### config.mk
export PLATFORM = sky130hd
export DESIGN_NAME = cake_frame_sequencer
export DESIGN_NICKNAME = d
export VERILOG_FILES = /design/src/rtl/cake_frame_sequencer.sv
export SDC_FILE = /design/constraint.sdc
export NUM_CORES = 1
export LEC_CHECK = 0
export CORE_MARGIN = 3
export CORE_UTILIZATION = 56
export CTS_CLUSTER_DIAMETER = 200
export DETAILED_ROUTE_END_ITERATION = 6
export DONT_BUFFER_PORTS = 1
export GPL_TIMING_DRIVEN = 0
export PLACE_DENSITY_LB_ADDON = 0.12
export SLEW_MARGIN = 20
export SYNTH_ARGS = -nofsm -noshare
export SYNTH_HDL_FRONTEND = slang
export SYNTH_SLANG_ARGS = --single-unit
### constraint.sdc
create_clock -name clk -period 2.3 [get_ports clk]
set_input_delay 0.46 -clock clk [delete_from_list [all_inputs] [get_ports clk]]
set_output_delay 0.46 -clock clk [all_outputs]
set_load 0.01 [all_outputs]
### src/rtl/cake_frame_sequencer.sv
// Frame-paced cake animation sequencer: renders the cake, holds it for a number
// of frame ticks, shifts it down one row, erases, and repeats while enabled.
module cake_frame_sequencer #(
    parameter int FRAME_TICKS     = 833333,
    parameter int FRAMES_PER_STEP = 4,
    parameter int DRAW_TIMEOUT    = 255
) (
    input  logic       clk,
    input  logic       resetn,
    input  logic       enable,
    input  logic       done_cake,
    input  logic [7:0] x_cake,
    input  logic [6:0] y_cake,
    input  logic [2:0] colour_cake,
    output logic       go_cake,
    output logic       go_shift,
    output logic [7:0] x_vga,
    output logic [6:0] y_vga,
    output logic [2:0] colour_vga,
    output logic       plot,
    output logic [7:0] step_count,
    output logic       error
);

    localparam int FW = (FRAME_TICKS > 1) ? $clog2(FRAME_TICKS) : 1;
    localparam int HW = $clog2(FRAMES_PER_STEP + 1);
    localparam int DW = $clog2(DRAW_TIMEOUT + 1);

    localparam logic [FW-1:0] FRAME_LAST = FW'(FRAME_TICKS - 1);
    localparam logic [HW-1:0] HOLD_LAST  = HW'(FRAMES_PER_STEP - 1);
    localparam logic [DW-1:0] DRAW_LAST  = DW'(DRAW_TIMEOUT - 1);

    typedef enum logic [2:0] {
        IDLE,
        START,
        DRAW,
        HOLD,
        SHIFT,
        ERASE_WAIT,
        ERASE
    } state_t;

    state_t        state_q, state_d;
    logic [FW-1:0] frame_q;
    logic [HW-1:0] hold_q, hold_d;
    logic [DW-1:0] draw_q, draw_d;
    logic [7:0]    step_q, step_d;
    logic          error_q, error_d;
    logic          plot_q, plot_d;
    logic [7:0]    x_q;
    logic [6:0]    y_q;
    logic [2:0]    colour_q;
    logic          tick;

    assign tick = (frame_q == FRAME_LAST);

    // Free-running frame timebase, independent of the FSM.
    always_ff @(posedge clk or negedge resetn) begin
        if (!resetn) begin
            frame_q <= '0;
        end else if (tick) begin
            frame_q <= '0;
        end else begin
            frame_q <= frame_q + FW'(1);
        end
    end

    always_ff @(posedge clk or negedge resetn) begin
        if (!resetn) begin
            state_q  <= IDLE;
            hold_q   <= '0;
            draw_q   <= '0;
            step_q   <= '0;
            error_q  <= 1'b0;
            plot_q   <= 1'b0;
            x_q      <= '0;
            y_q      <= '0;
            colour_q <= '0;
        end else begin
            state_q  <= state_d;
            hold_q   <= hold_d;
            draw_q   <= draw_d;
            step_q   <= step_d;
            error_q  <= error_d;
            plot_q   <= plot_d;
            x_q      <= x_cake;
            y_q      <= y_cake;
            colour_q <= colour_cake;
        end
    end

    always_comb begin
        state_d  = state_q;
        hold_d   = hold_q;
        draw_d   = draw_q;
        step_d   = step_q;
        error_d  = error_q;
        plot_d   = 1'b0;
        go_cake  = 1'b0;
        go_shift = 1'b0;
        case (state_q)
            IDLE: begin
                draw_d = '0;
                if (enable && !error_q) state_d = START;
            end
            START: begin
                go_cake = 1'b1;
                draw_d  = '0;
                state_d = DRAW;
            end
            DRAW: begin
                plot_d = !done_cake;
                // done_cake takes priority over a timeout landing in the same cycle.
                if (done_cake) begin
                    hold_d  = '0;
                    state_d = HOLD;
                end else if (draw_q == DRAW_LAST) begin
                    error_d = 1'b1;
                    state_d = IDLE;
                end else begin
                    draw_d = draw_q + DW'(1);
                end
            end
            HOLD: begin
                if (!enable) begin
                    state_d = IDLE;
                end else if (tick) begin
                    if (hold_q == HOLD_LAST) state_d = SHIFT;
                    else                     hold_d  = hold_q + HW'(1);
                end
            end
            SHIFT: begin
                go_shift = 1'b1;
                step_d   = step_q + 8'd1;
                state_d  = ERASE_WAIT;
            end
            ERASE_WAIT: state_d = ERASE;
            ERASE: begin
                plot_d  = 1'b1;
                state_d = enable ? START : IDLE;
            end
            default: state_d = IDLE;
        endcase
    end

    assign x_vga      = x_q;
    assign y_vga      = y_q;
    assign colour_vga = colour_q;
    assign plot       = plot_q;
    assign step_count = step_q;
    assign error      = error_q;

endmodule

==> summary.txt <==
Run status
  • Status: finished, final reports clean

Die
  • Num ports: 52
  • Die ar.: 0.00565 mm^2
  • Chip width: 75.2 um
  • Core area: approximately 0.0045 mm^2
  • Site Rows: 24
  • Initial core utilization: between 50% and 60%
  • Die H: 75.2 um

Synth
  • Ys async rst share: 100%
  • Synth cell types: 40
  • Yosys top cell area share: between 50% and 60%
  • Largest family of logic cells by synthesized area: simple AND/OR/NAND/NOR gates
  • Post-Syn Area: 0.00268 mm^2
  • Top_reg_cell synth: dfrtp_1
  • Synth Area in Adders: roughly 3.3%
  • Yosys warning total: 0
  • Post-Synth Simple-Gate Area: approximately a fifth
  • Synth top area cells: dfrtp_1, xnor2_1, ha_1
  • Post-synth EDFFs: 0
  • Post-Synthesis Cells: about 240
  • Complex-gate fraction of the synthesized area: 7.70%
  • Syn nets: around 270
  • Cell taking the most area after synthesis: dfrtp_1
  • XOR/XNOR Fraction of Synth Area: a little over 7%
  • Mux contribution to synthesized area: under 10%
  • Sequential element share of the synthesized area: 57.9%
  • Syn avg cell area: 11.2 um^2
  • #FFs+latches synth: 62

Global routing
  • GR Util All Layers: approximately a fifth
  • GRT overflow: 0
  • Vias in the first global route: around 1900
  • Largest net degree at the start of global routing: 63
  • Global-route wire length before repair: around 8400 um
  • Number of antenna violations at the first check in global routing: 0

Clock tree
  • Worst-path clk slew: around 0.070 ns
  • CTS tree: done
  • Sink Count: between 60 and 70
  • Root Buffer: clkbuf_8
  • Latest clock arrival within the worst-skew pair: between 0.3 and 0.4 ns
  • Clock Path Buffers: 2
  • H-Tree Depth: 3
  • Num CTS Buffers: 9

Drt
  • ANT nets after route: 0
  • Final wirelength: about 5000 um
  • Initial detailed-routing violation count: between 80 and 90
  • DRT Pass-1 Iters: 4
  • Avg WL per Cell: approximately 16 um
  • # DRC: 0
  • Vias per cell: 5.97
  • Vias post-DR: around 1900

Timing
  • Fin crit share: between 90% and 100%
  • Fmax: between 400 and 500 MHz
  • Final TNS setup: 0 ns
  • Final Hold Fails: 0
  • Skew final: about 0.008 ns
  • Worst-Margin Slew: just over 0.5 ns
  • Max-slew violation count: 0
  • Final Setup Violations: 0
  • Final critical-path required period: roughly 2.3 ns
  • RSZ-0062 raised after global routing: yes
  • Rel. slew slack: between 60% and 70%

Setup path
  • Family with the most delay on the worst path: simple AND/OR/NAND/NOR gates
  • Crit path required time: between 2 and 3 ns
  • Top cell by count, worst path: or4_4
  • Cell breakdown of the critical path: or4b_1 -> or4_4 -> buf_6 -> or4_4 -> mux2i_1
  • Crit-path slowest cell: or4b_1
  • Setup crit end kind: flop
  • Max FO, Critical Path: 7
  • Crit path largest cell delay: 0.52 ns
  • Crit path launch type: flop
  • Critical Setup Path Class: reg -> reg
  • CP bufs+invs: 1
  • Data arrival, critical path: approximately 2.5 ns

Finish
  • Seq. cell area: 0.00155 mm^2
  • Utilization after layout: slightly below 70%
  • Layout cells sized above 1: around an eighth
  • FILL cells: approximately 340
  • Final #Nets: 287
  • Area occupied by multi-input gates: 0.00109 mm^2
  • Antenna diodes: 0
  • Layout area overhead: 14.1%

Placement
  • I/O Buffers: 0
  • Final HPWL DP: 3310 um
  • Placer Congestion: 0.817

Pwr
  • Max IR drop VDD: about 0.00066 V
  • Total power: around 0.0024 W
  • Pwr dens: about 790 mW/mm^2
  • Lkg Pwr: roughly 1.4 nW

Min path
  • Hold Path Class: in -> reg

Run
  • Max-cap violations: 0
[sequential cells by signal (all words and copies together), names as in the netlist]
signal,flops
x_vga,8
hold_q,3
colour_vga,3
y_vga,7
state_q,3
step_count,8
error,1
draw_q,8
plot,1
frame_q,20
[power breakdown]
| part | leakage (nW) | switching (W) | internal [W] |
|---|---|---|---|
| logic | 0.450 | 0.000192 | 0.000106 |
| registers | 0.805 | 0.0000411 | 0.00114 |
| clock network | 0.102 | 0.000414 | 0.000525 |
| total | 1.36 | 0.000646 | 0.00177 |
[logic make-up (layout without fill, tap and decap cells)]
family	Yosys count	after routing
adder cells (fa/ha/maj)	7	7
buffers and inverters	18	42
AND/OR/NAND/NOR	97	97
flip-flops	62	62
multiplexers	4	4
XOR/XNOR	22	22
AO/OA/AOI/OAI	29	29
[metal layers]
layer	track usage, %	part of all wire (%)
met5	0	0
met2	32.1	49
met3	7.48	7.6
met1	24.3	42
met4	8.74	1.3
[cell usage after synthesis, types with 2 or more instances]
master and instances:
dfrtp_1 62, nand4_1 13, or4b_1 2, a31oi_1 2
and3_1 6, nand3_1 13, clkbuf_1 5, o311ai_0 3
xnor2_1 17, nor3_1 6, mux2i_1 3, o31a_1 2
and4_1 2, o21ai_0 6, nand2b_1 3, nor4_1 4
o211ai_1 6, buf_2 2, ha_1 7, or4_1 3
nor2_1 19, nand2_1 15, xor2_1 5, inv_1 11
nor2b_1 5, o22ai_1 3
[path summary, 6_finish.rpt]
| path | from | endpoint | slack (ns) | depth (start not counted) |
|---|---|---|---|---|
| worst max-delay path | frame_q[14] | hold_q[0] | 0.02 | 5 |
| worst min-delay path | x_cake[0] | x_vga[0] | 0.15 | 0 |
| worst max register to register | frame_q[14] | hold_q[0] | 0.02 | 5 |
| worst min register to register | frame_q[19] | frame_q[19] | 0.48 | 1 |
| max in group asynchronous | resetn | frame_q[8] | 1.38 | 2 |
| min in group asynchronous | resetn | draw_q[2] | 0.65 | 2 |
[through the flow]
stage                     worst slack, ns  std cells  instance area, um^2  hold slack (ns)
after floorplan                     0.128        239                 2680            0.164
after global placement             0.0350        291                 2750            0.166
after detailed placement           0.0246        291                 2750            0.166
after CTS                          0.0193        310                 2990            0.134
after global routing              -0.0664        315                 3060            0.123
final                              0.0185        315                 3060            0.153
[layout by cell type, fill, tap and decap left out, types with 2 or more instances in the layout]
cell type  count
nor4_1         4
o31a_1         2
nand3_1       13
nand2b_1       3
o21ai_0        6
clkinv_2       3
o22ai_2        2
or4_1          2
buf_4          6
or4b_1         2
and4_1         2
a31oi_1        2
xnor2_1       17
nand2_1       15
nor2b_1        5
o211ai_1       6
clkbuf_1       5
o311ai_0       3
or4_4          2
clkbuf_8      10
xor2_1         5
nand4_1       13
nor2_1        19
inv_1         11
dfrtp_1       62
mux2i_1        3
ha_1           7
and3_1         6
nor3_1         6
[area by class of cell]
class	count	share of cell area, %
clock buffer	10	4.50
clock inverter	6	2.00
inverter	11	1.35
tap	52	2.13
timing repair buffer	8	2.70
buffer	7	1.14
sequential	62	50.7
multi-input combinational	159	35.5
[what timing repair did]
item / CTS / global route
pin swaps: 0 / 2
hold buffers: 2 / 0
resized for setup: 0 / 7
gates cloned: 0 / 0
endpoints found under the hold margin: 62 / 0
buffers inserted: 1 / 5
endpoints found under the setup margin: 1 / 16
Power figures use the tool's default switching activity.
